## config.mk

```make
export PLATFORM = sky130hd
export DESIGN_NAME = fipsy_pin_driver_flat
export DESIGN_NICKNAME = d
export VERILOG_FILES = /design/src/rtl/fipsy_pin_driver_pkg.sv /design/src/rtl/fipsy_pin_driver_if.sv /design/src/rtl/fipsy_pin_driver_pwm_chan.sv /design/src/rtl/fipsy_pin_driver.sv /design/src/flat_wrapper.sv
export SDC_FILE = /design/constraint.sdc
export NUM_CORES = 1
export LEC_CHECK = 0
export ABC_AREA = 1
export BUFFER_PORTS_ARGS = -buffer_cell sky130_fd_sc_hd__buf_2
export CAP_MARGIN = 20
export CELL_PAD_IN_SITES_DETAIL_PLACEMENT = 0
export CELL_PAD_IN_SITES_GLOBAL_PLACEMENT = 1
export CORE_UTILIZATION = 42
export CTS_CLUSTER_SIZE = 25
export DETAILED_ROUTE_END_ITERATION = 12
export PLACE_DENSITY_LB_ADDON = 0.2
export REMOVE_ABC_BUFFERS = 1
export SLEW_MARGIN = 0
export SYNTH_ARGS = -nofsm -noshare
export SYNTH_HDL_FRONTEND = slang
export SYNTH_SLANG_ARGS = --single-unit
```

## constraint.sdc

```tcl
create_clock -name i_clk -period 5.3 [get_ports i_clk]
set_input_delay 0.53 -clock i_clk [delete_from_list [all_inputs] [get_ports i_clk]]
set_output_delay 0.53 -clock i_clk [all_outputs]
set_load 0.01 [all_outputs]
```

## src/rtl/fipsy_pin_driver_pkg.sv

```systemverilog
// Shared definitions for the Fipsy pin driver: channel modes and
// configuration index width.
package fipsy_pin_driver_pkg;

  localparam int CH_IDX_W = 5;

  typedef enum logic [1:0] {
    MODE_LOW  = 2'd0,
    MODE_HIGH = 2'd1,
    MODE_HIZ  = 2'd2,
    MODE_PWM  = 2'd3
  } pin_mode_e;

endpackage

```

## src/rtl/fipsy_pin_driver_if.sv

```systemverilog
// Configuration and pad-side bundle of the Fipsy pin driver.
// The master drives config and raw pad inputs; the slave is the driver.
interface fipsy_pin_driver_if #(
  parameter int NCH      = 12,
  parameter int PWM_BITS = 8
);
  import fipsy_pin_driver_pkg::*;

  logic                cfg_we;
  logic [CH_IDX_W-1:0] cfg_ch;
  logic [1:0]          cfg_mode;
  logic [PWM_BITS-1:0] cfg_duty;
  logic [NCH-1:0]      pin_in;
  logic [NCH-1:0]      pin_out;
  logic [NCH-1:0]      pin_oe;
  logic [NCH-1:0]      pin_sync;
  logic                pwm_wrap;
  logic                led_n;

  modport master (
    output cfg_we, cfg_ch, cfg_mode, cfg_duty, pin_in,
    input  pin_out, pin_oe, pin_sync, pwm_wrap, led_n
  );

  modport slave (
    input  cfg_we, cfg_ch, cfg_mode, cfg_duty, pin_in,
    output pin_out, pin_oe, pin_sync, pwm_wrap, led_n
  );

endinterface

```

## src/rtl/fipsy_pin_driver_pwm_chan.sv

```systemverilog
// One pin channel: mode, double-buffered duty and registered pad drive.
// Active duty reloads from shadow only on the PWM wrap tick.
module fipsy_pin_driver_pwm_chan
  import fipsy_pin_driver_pkg::*;
#(
  parameter int PWM_BITS = 8
) (
  input  logic                i_clk,
  input  logic                i_rst_n,
  input  logic                i_we,
  input  pin_mode_e           i_mode,
  input  logic [PWM_BITS-1:0] i_duty,
  input  logic [PWM_BITS-1:0] i_pwm_cnt,
  input  logic                i_wrap_tick,
  output logic                o_out,
  output logic                o_oe
);

  pin_mode_e           r_mode;
  logic [PWM_BITS-1:0] r_shadow_duty;
  logic [PWM_BITS-1:0] r_active_duty;
  logic                r_out;
  logic                r_oe;
  logic                w_out_next;
  logic                w_oe_next;

  always_comb begin
    w_out_next = 1'b0;
    w_oe_next  = 1'b1;
    case (r_mode)
      MODE_LOW:  w_out_next = 1'b0;
      MODE_HIGH: w_out_next = 1'b1;
      MODE_HIZ:  w_oe_next  = 1'b0;
      MODE_PWM:  w_out_next = (i_pwm_cnt < r_active_duty);
      default:   w_out_next = 1'b0;
    endcase
  end

  always_ff @(posedge i_clk or negedge i_rst_n) begin
    if (!i_rst_n) begin
      r_mode        <= MODE_LOW;
      r_shadow_duty <= '0;
      r_active_duty <= '0;
      r_out         <= 1'b0;
      r_oe          <= 1'b1;
    end else begin
      // A write on the wrap tick lands in shadow; active takes the old shadow.
      if (i_wrap_tick) r_active_duty <= r_shadow_duty;
      if (i_we) begin
        r_mode        <= i_mode;
        r_shadow_duty <= i_duty;
      end
      r_out <= w_out_next;
      r_oe  <= w_oe_next;
    end
  end

  assign o_out = r_out;
  assign o_oe  = r_oe;

endmodule

```

## src/rtl/fipsy_pin_driver.sv

```systemverilog
// NCH-channel pin driver: shared PWM timebase, input synchronizers and a
// heartbeat LED; per-channel state lives in fipsy_pin_driver_pwm_chan.
module fipsy_pin_driver
  import fipsy_pin_driver_pkg::*;
#(
  parameter int NCH      = 12,
  parameter int PWM_BITS = 8,
  parameter int PRESCALE = 8,
  parameter int HB_BITS  = 21
) (
  input  logic               i_clk,
  input  logic               i_rst_n,
  fipsy_pin_driver_if.slave  bus
);

  localparam int                  PS_W    = (PRESCALE > 1) ? $clog2(PRESCALE) : 1;
  localparam logic [PS_W-1:0]     PS_MAX  = PS_W'(PRESCALE - 1);
  localparam logic [PWM_BITS-1:0] PWM_MAX = '1;

  logic [PS_W-1:0]     r_prescale;
  logic [PWM_BITS-1:0] r_pwm_cnt;
  logic [HB_BITS-1:0]  r_hb_cnt;
  logic                r_led_n;
  logic                r_pwm_wrap;
  logic [NCH-1:0]      r_sync_meta;
  logic [NCH-1:0]      r_sync;
  logic                w_tick;
  logic                w_wrap_tick;
  logic [NCH-1:0]      w_ch_we;
  logic [NCH-1:0]      w_pin_out;
  logic [NCH-1:0]      w_pin_oe;

  assign w_tick      = (r_prescale == PS_MAX);
  assign w_wrap_tick = w_tick && (r_pwm_cnt == PWM_MAX);

  always_ff @(posedge i_clk or negedge i_rst_n) begin
    if (!i_rst_n) begin
      r_prescale  <= '0;
      r_pwm_cnt   <= '0;
      r_hb_cnt    <= '0;
      r_led_n     <= 1'b0;
      r_pwm_wrap  <= 1'b0;
      r_sync_meta <= '0;
      r_sync      <= '0;
    end else begin
      r_prescale  <= w_tick ? '0 : r_prescale + PS_W'(1);
      // Counter wraps max->0 naturally at its width.
      if (w_tick) r_pwm_cnt <= r_pwm_cnt + PWM_BITS'(1);
      r_hb_cnt    <= r_hb_cnt + HB_BITS'(1);
      r_led_n     <= r_hb_cnt[HB_BITS-1];
      r_pwm_wrap  <= w_wrap_tick;
      r_sync_meta <= bus.pin_in;
      r_sync      <= r_sync_meta;
    end
  end

  for (genvar gi = 0; gi < NCH; gi++) begin : g_chan
    // Indices at or above NCH never match, so such writes are dropped.
    assign w_ch_we[gi] = bus.cfg_we && (bus.cfg_ch == CH_IDX_W'(gi));

    fipsy_pin_driver_pwm_chan #(
      .PWM_BITS (PWM_BITS)
    ) u_chan (
      .i_clk       (i_clk),
      .i_rst_n     (i_rst_n),
      .i_we        (w_ch_we[gi]),
      .i_mode      (pin_mode_e'(bus.cfg_mode)),
      .i_duty      (bus.cfg_duty),
      .i_pwm_cnt   (r_pwm_cnt),
      .i_wrap_tick (w_wrap_tick),
      .o_out       (w_pin_out[gi]),
      .o_oe        (w_pin_oe[gi])
    );
  end

  assign bus.pin_out  = w_pin_out;
  assign bus.pin_oe   = w_pin_oe;
  assign bus.pin_sync = r_sync;
  assign bus.pwm_wrap = r_pwm_wrap;
  assign bus.led_n    = r_led_n;

endmodule

```

## src/flat_wrapper.sv

```systemverilog
// flat-port wrapper written by rule: the top's interface ports become plain ports
module fipsy_pin_driver_flat import fipsy_pin_driver_pkg::*;
#(
  parameter int NCH      = 12,
  parameter int PWM_BITS = 8,
  parameter int PRESCALE = 8,
  parameter int HB_BITS  = 21
)
  (i_clk, i_rst_n, bus_cfg_we, bus_cfg_ch, bus_cfg_mode, bus_cfg_duty, bus_pin_in, bus_pin_out, bus_pin_oe, bus_pin_sync, bus_pwm_wrap, bus_led_n);
  fipsy_pin_driver_if #(.NCH(NCH), .PWM_BITS(PWM_BITS)) bus_i ();
  input  logic i_clk;
  input  logic i_rst_n;
  input wire logic [$bits(bus_i.cfg_we)-1:0] bus_cfg_we;
  input wire logic [$bits(bus_i.cfg_ch)-1:0] bus_cfg_ch;
  input wire logic [$bits(bus_i.cfg_mode)-1:0] bus_cfg_mode;
  input wire logic [$bits(bus_i.cfg_duty)-1:0] bus_cfg_duty;
  input wire logic [$bits(bus_i.pin_in)-1:0] bus_pin_in;
  output wire logic [$bits(bus_i.pin_out)-1:0] bus_pin_out;
  output wire logic [$bits(bus_i.pin_oe)-1:0] bus_pin_oe;
  output wire logic [$bits(bus_i.pin_sync)-1:0] bus_pin_sync;
  output wire logic [$bits(bus_i.pwm_wrap)-1:0] bus_pwm_wrap;
  output wire logic [$bits(bus_i.led_n)-1:0] bus_led_n;
  assign bus_i.cfg_we = bus_cfg_we;
  assign bus_i.cfg_ch = bus_cfg_ch;
  assign bus_i.cfg_mode = bus_cfg_mode;
  assign bus_i.cfg_duty = bus_cfg_duty;
  assign bus_i.pin_in = bus_pin_in;
  assign bus_pin_out = bus_i.pin_out;
  assign bus_pin_oe = bus_i.pin_oe;
  assign bus_pin_sync = bus_i.pin_sync;
  assign bus_pwm_wrap = bus_i.pwm_wrap;
  assign bus_led_n = bus_i.led_n;
  fipsy_pin_driver #(.NCH(NCH), .PWM_BITS(PWM_BITS), .PRESCALE(PRESCALE), .HB_BITS(HB_BITS)) u_core (.i_clk(i_clk), .i_rst_n(i_rst_n), .bus(bus_i));
endmodule
```

==> impl_metrics.yaml <==
clock_network:
  clock_sinks: 298
  cts_tree: "built"
  cts_root_buffer: "clkbuf_16"
  clk_pin_slew_ns: 0.06
  cts.repair.resized: 0
  cts_buffers: 36
  hold_buffers: 0
  clockBufferDepth: 3
  post_cts_buffers: 0
  htree_levels: 2
  clk-insertion-delay-late_ns: 0.52
sta:
  clock_skew_ns: 0.01761
  fin_crit_sh: 0.5269
  drv_slew: 0
  fin_setup_tns_ns: 0
  whs_ns: 0.04713
  rsz0062_at_grt: "no"
  slew_headroom: 0.4067
  fmax_ghz: 0.3581
  final_hold_viol_count: 0
  setup-violations-final: 0
  tightest_slew_ns: 0.8900
  timing.final.ws_setup_ns: 2.507
  min_period_ns: 2.793
setup_path:
  required_ns: 5.70
  reg2reg_from: "u_core.r_pwm_cnt[7]"
  crit_end: "u_core.g_chan[3].u_chan.r_active_duty[5]"
  rr_endpoint: "u_core.g_chan[3].u_chan.r_active_duty[5]"
  cp_max_fo: 54
  timing.critical_path.from: "u_core.r_pwm_cnt[7]"
  critPathCaptureType: "flop"
  r2r_slack_ns: 2.51
  worstPathArrival_ns: 3.20
  critical_path_class: "flop to flop"
  startpoint_type: "flop"
  reg2reg_depth: 6
placement:
  dp_slack_ns: 2.425
  place_congestion: 0.7432
  dp_hpwl_mm: 17.50
  portBuffers: 67
floorplanning:
  die_y_microns: 181.2
  start_util: 0.4276
  io_pins: 68
  die_x_microns: 181.2
  core-area_sq_um: 31560
  fp-row-count: 65
  design.die.area_sq_um: 32850
global_route:
  grt_pass1_wl_mm: 47.95
  antenna_found_initial: 0
  grt_overflow: 0
  grt_use_total: 0.1848
  grt_pass1_vias: 9237
  grt_max_degree: 141
power:
  finalPower_mw: 5.343
  ir_worst_vdd_uv: 225.3
  p_leak_nw: 8.023
  powerDensity_nw_per_um2: 352.6
synth:
  yosysMostFrequentCell: "nand2_1"
  syn_area_per_cell_sq_um: 8.711
  ys.warnings.count: 0
  synthTopCellsByCount: "nand2_1, dfrtp_1, inv_1, o21ai_0, ha_1"
  ys.flop_type: "dfrtp_1"
  ys_ff_latch: 298
  netlist_top_cells_area: "dfrtp_1, nand2_1, ha_1, inv_1, o21ai_0"
  async_flop_share: 1.000
  ys_types: 24
  synth_top_area_frac: 0.5304
  synth_edf_count: 0
  synth_top_cell_by_area: "dfrtp_1"
  ys_seq_area_frac: 0.5538
  syn-instance-count: 1549
  syn_area_sq_um: 13490
detailed_routing:
  vias: 9471
  drtIter0Drc: 590
  remaining_drc_errors: 0
  viasPerCell: 4.710
  first_pass_iters: 5
  finalWirelength_mm: 28.80
  drtAntennaViolNets: 0
  wire_per_inst_microns: 14.32
worst_hold_path:
  hold_class: "input pin to asynchronous set/reset pin"
status:
  status: "completed"
final_layout:
  area_growth_pct: 12.31
  final_net_count: 1697
  drive_above_1_share: 0.09521
flow_run:
  drv_cap: 0
==> report_power, final <==
part / internal [mW] / switching, mW / leakage, nW
clock: 1.47 / 0.944 / 0.574
sequential: 2.50 / 0.105 / 3.91
combinational: 0.126 / 0.201 / 3.54
==> through the flow <==
stage / cells / instance area (sq um) / util
after floorplan: 1469 / 13060 / -
after global placement: 1943 / 13970 / 0.4429
after detailed placement: 1943 / 13970 / 0.4429
after CTS: 2009 / 15150 / 0.4801
after global routing: 2009 / 15150 / 0.4801
final: 2011 / 15150 / 0.4802
==> worst max-delay path, cell delays in order, from the launching register on <==
cell	delay [ns]
dfrtp_1	0.81
inv_1	0.24
nor3_1	0.34
nand3_4	0.53
buf_4	0.54
nand2_1	0.14
nand2_1	0.06
==> logic make-up (layout without fill, tap and decap cells) <==
kind of cell               after synthesis  count (layout)  synth area share
buffers and inverters                  262             320           0.08244
xor gates and xnor gates                17              17           0.01104
and+or+nand+nor                        725             725            0.2095
AOI/OAI and AO/OA                      158             158           0.06083
adders and majority gates               88              88           0.08160
other                                    0               2                 0
muxes                                    1               1         0.0008345
DFF                                    298             298            0.5538
==> flip-flops by register name, summed over array words and instances, names as in the netlist <==
| signal | cells |
|---|---|
| u_core.bus.led_n | 1 |
| u_core.bus.pin_sync | 12 |
| u_core.bus.pwm_wrap | 1 |
| u_core.g_chan.u_chan.o_oe | 12 |
| u_core.g_chan.u_chan.o_out | 12 |
| u_core.g_chan.u_chan.r_active_duty | 96 |
| u_core.g_chan.u_chan.r_mode | 24 |
| u_core.g_chan.u_chan.r_shadow_duty | 96 |
| u_core.r_hb_cnt | 21 |
| u_core.r_prescale | 3 |
| u_core.r_pwm_cnt | 8 |
| u_core.r_sync_meta | 12 |
==> cells in the final DEF, fill, tap and decap left out, types with 15 or more instances in the layout <==
master and count:
inv_1 182, clkbuf_16 37, a21oi_1 26, dfrtp_1 286, nand2_1 618, o21ai_0 120, xor2_1 15, nor2_1 52
nand3_1 22, ha_1 88, buf_2 66
==> final cells by class <==
cell class | count | area, sq um
Fill cell | 3092 | 16400
Inverter | 182 | 683.2
Clock buffer | 58 | 1095
Timing Repair Buffer | 72 | 395.4
Multi-Input combinational cell | 989 | 4921
Clock inverter | 8 | 78.83
Antenna cell | 2 | 5.005
Tap cell | 402 | 503.0
Sequential cell | 298 | 7472
==> layer usage <==
| metal | vias up | track usage | share of wire |
|---|---|---|---|
| met2 | 141 | 0.3017 | 0.45 |
| li1 | 4818 | - | - |
| met5 | - | 0 | 0 |
| met3 | 44 | 0.02741 | 0.033 |
| met1 | 4468 | 0.2565 | 0.49 |
| met4 | 0 | 0.05017 | 0.020 |
==> worst min path at each step <==
stage / start / to / slack, ns / depth (start not counted)
2_1_floorplan: i_rst_n / u_core.bus.led_n / 0.23 / 0
3_3_place_gp: u_core.r_sync_meta[8] / u_core.bus.pin_sync[8] / 0.33 / 0
3_5_place_dp: u_core.r_sync_meta[1] / u_core.bus.pin_sync[1] / 0.34 / 0
4_1_cts: i_rst_n / u_core.r_sync_meta[1] / 0.09 / 1
5_1_grt: bus_pin_in[4] / u_core.r_sync_meta[4] / 0.10 / 1
6_report: i_rst_n / u_core.r_sync_meta[1] / 0.05 / 1
Power figures use the tool's default switching activity.
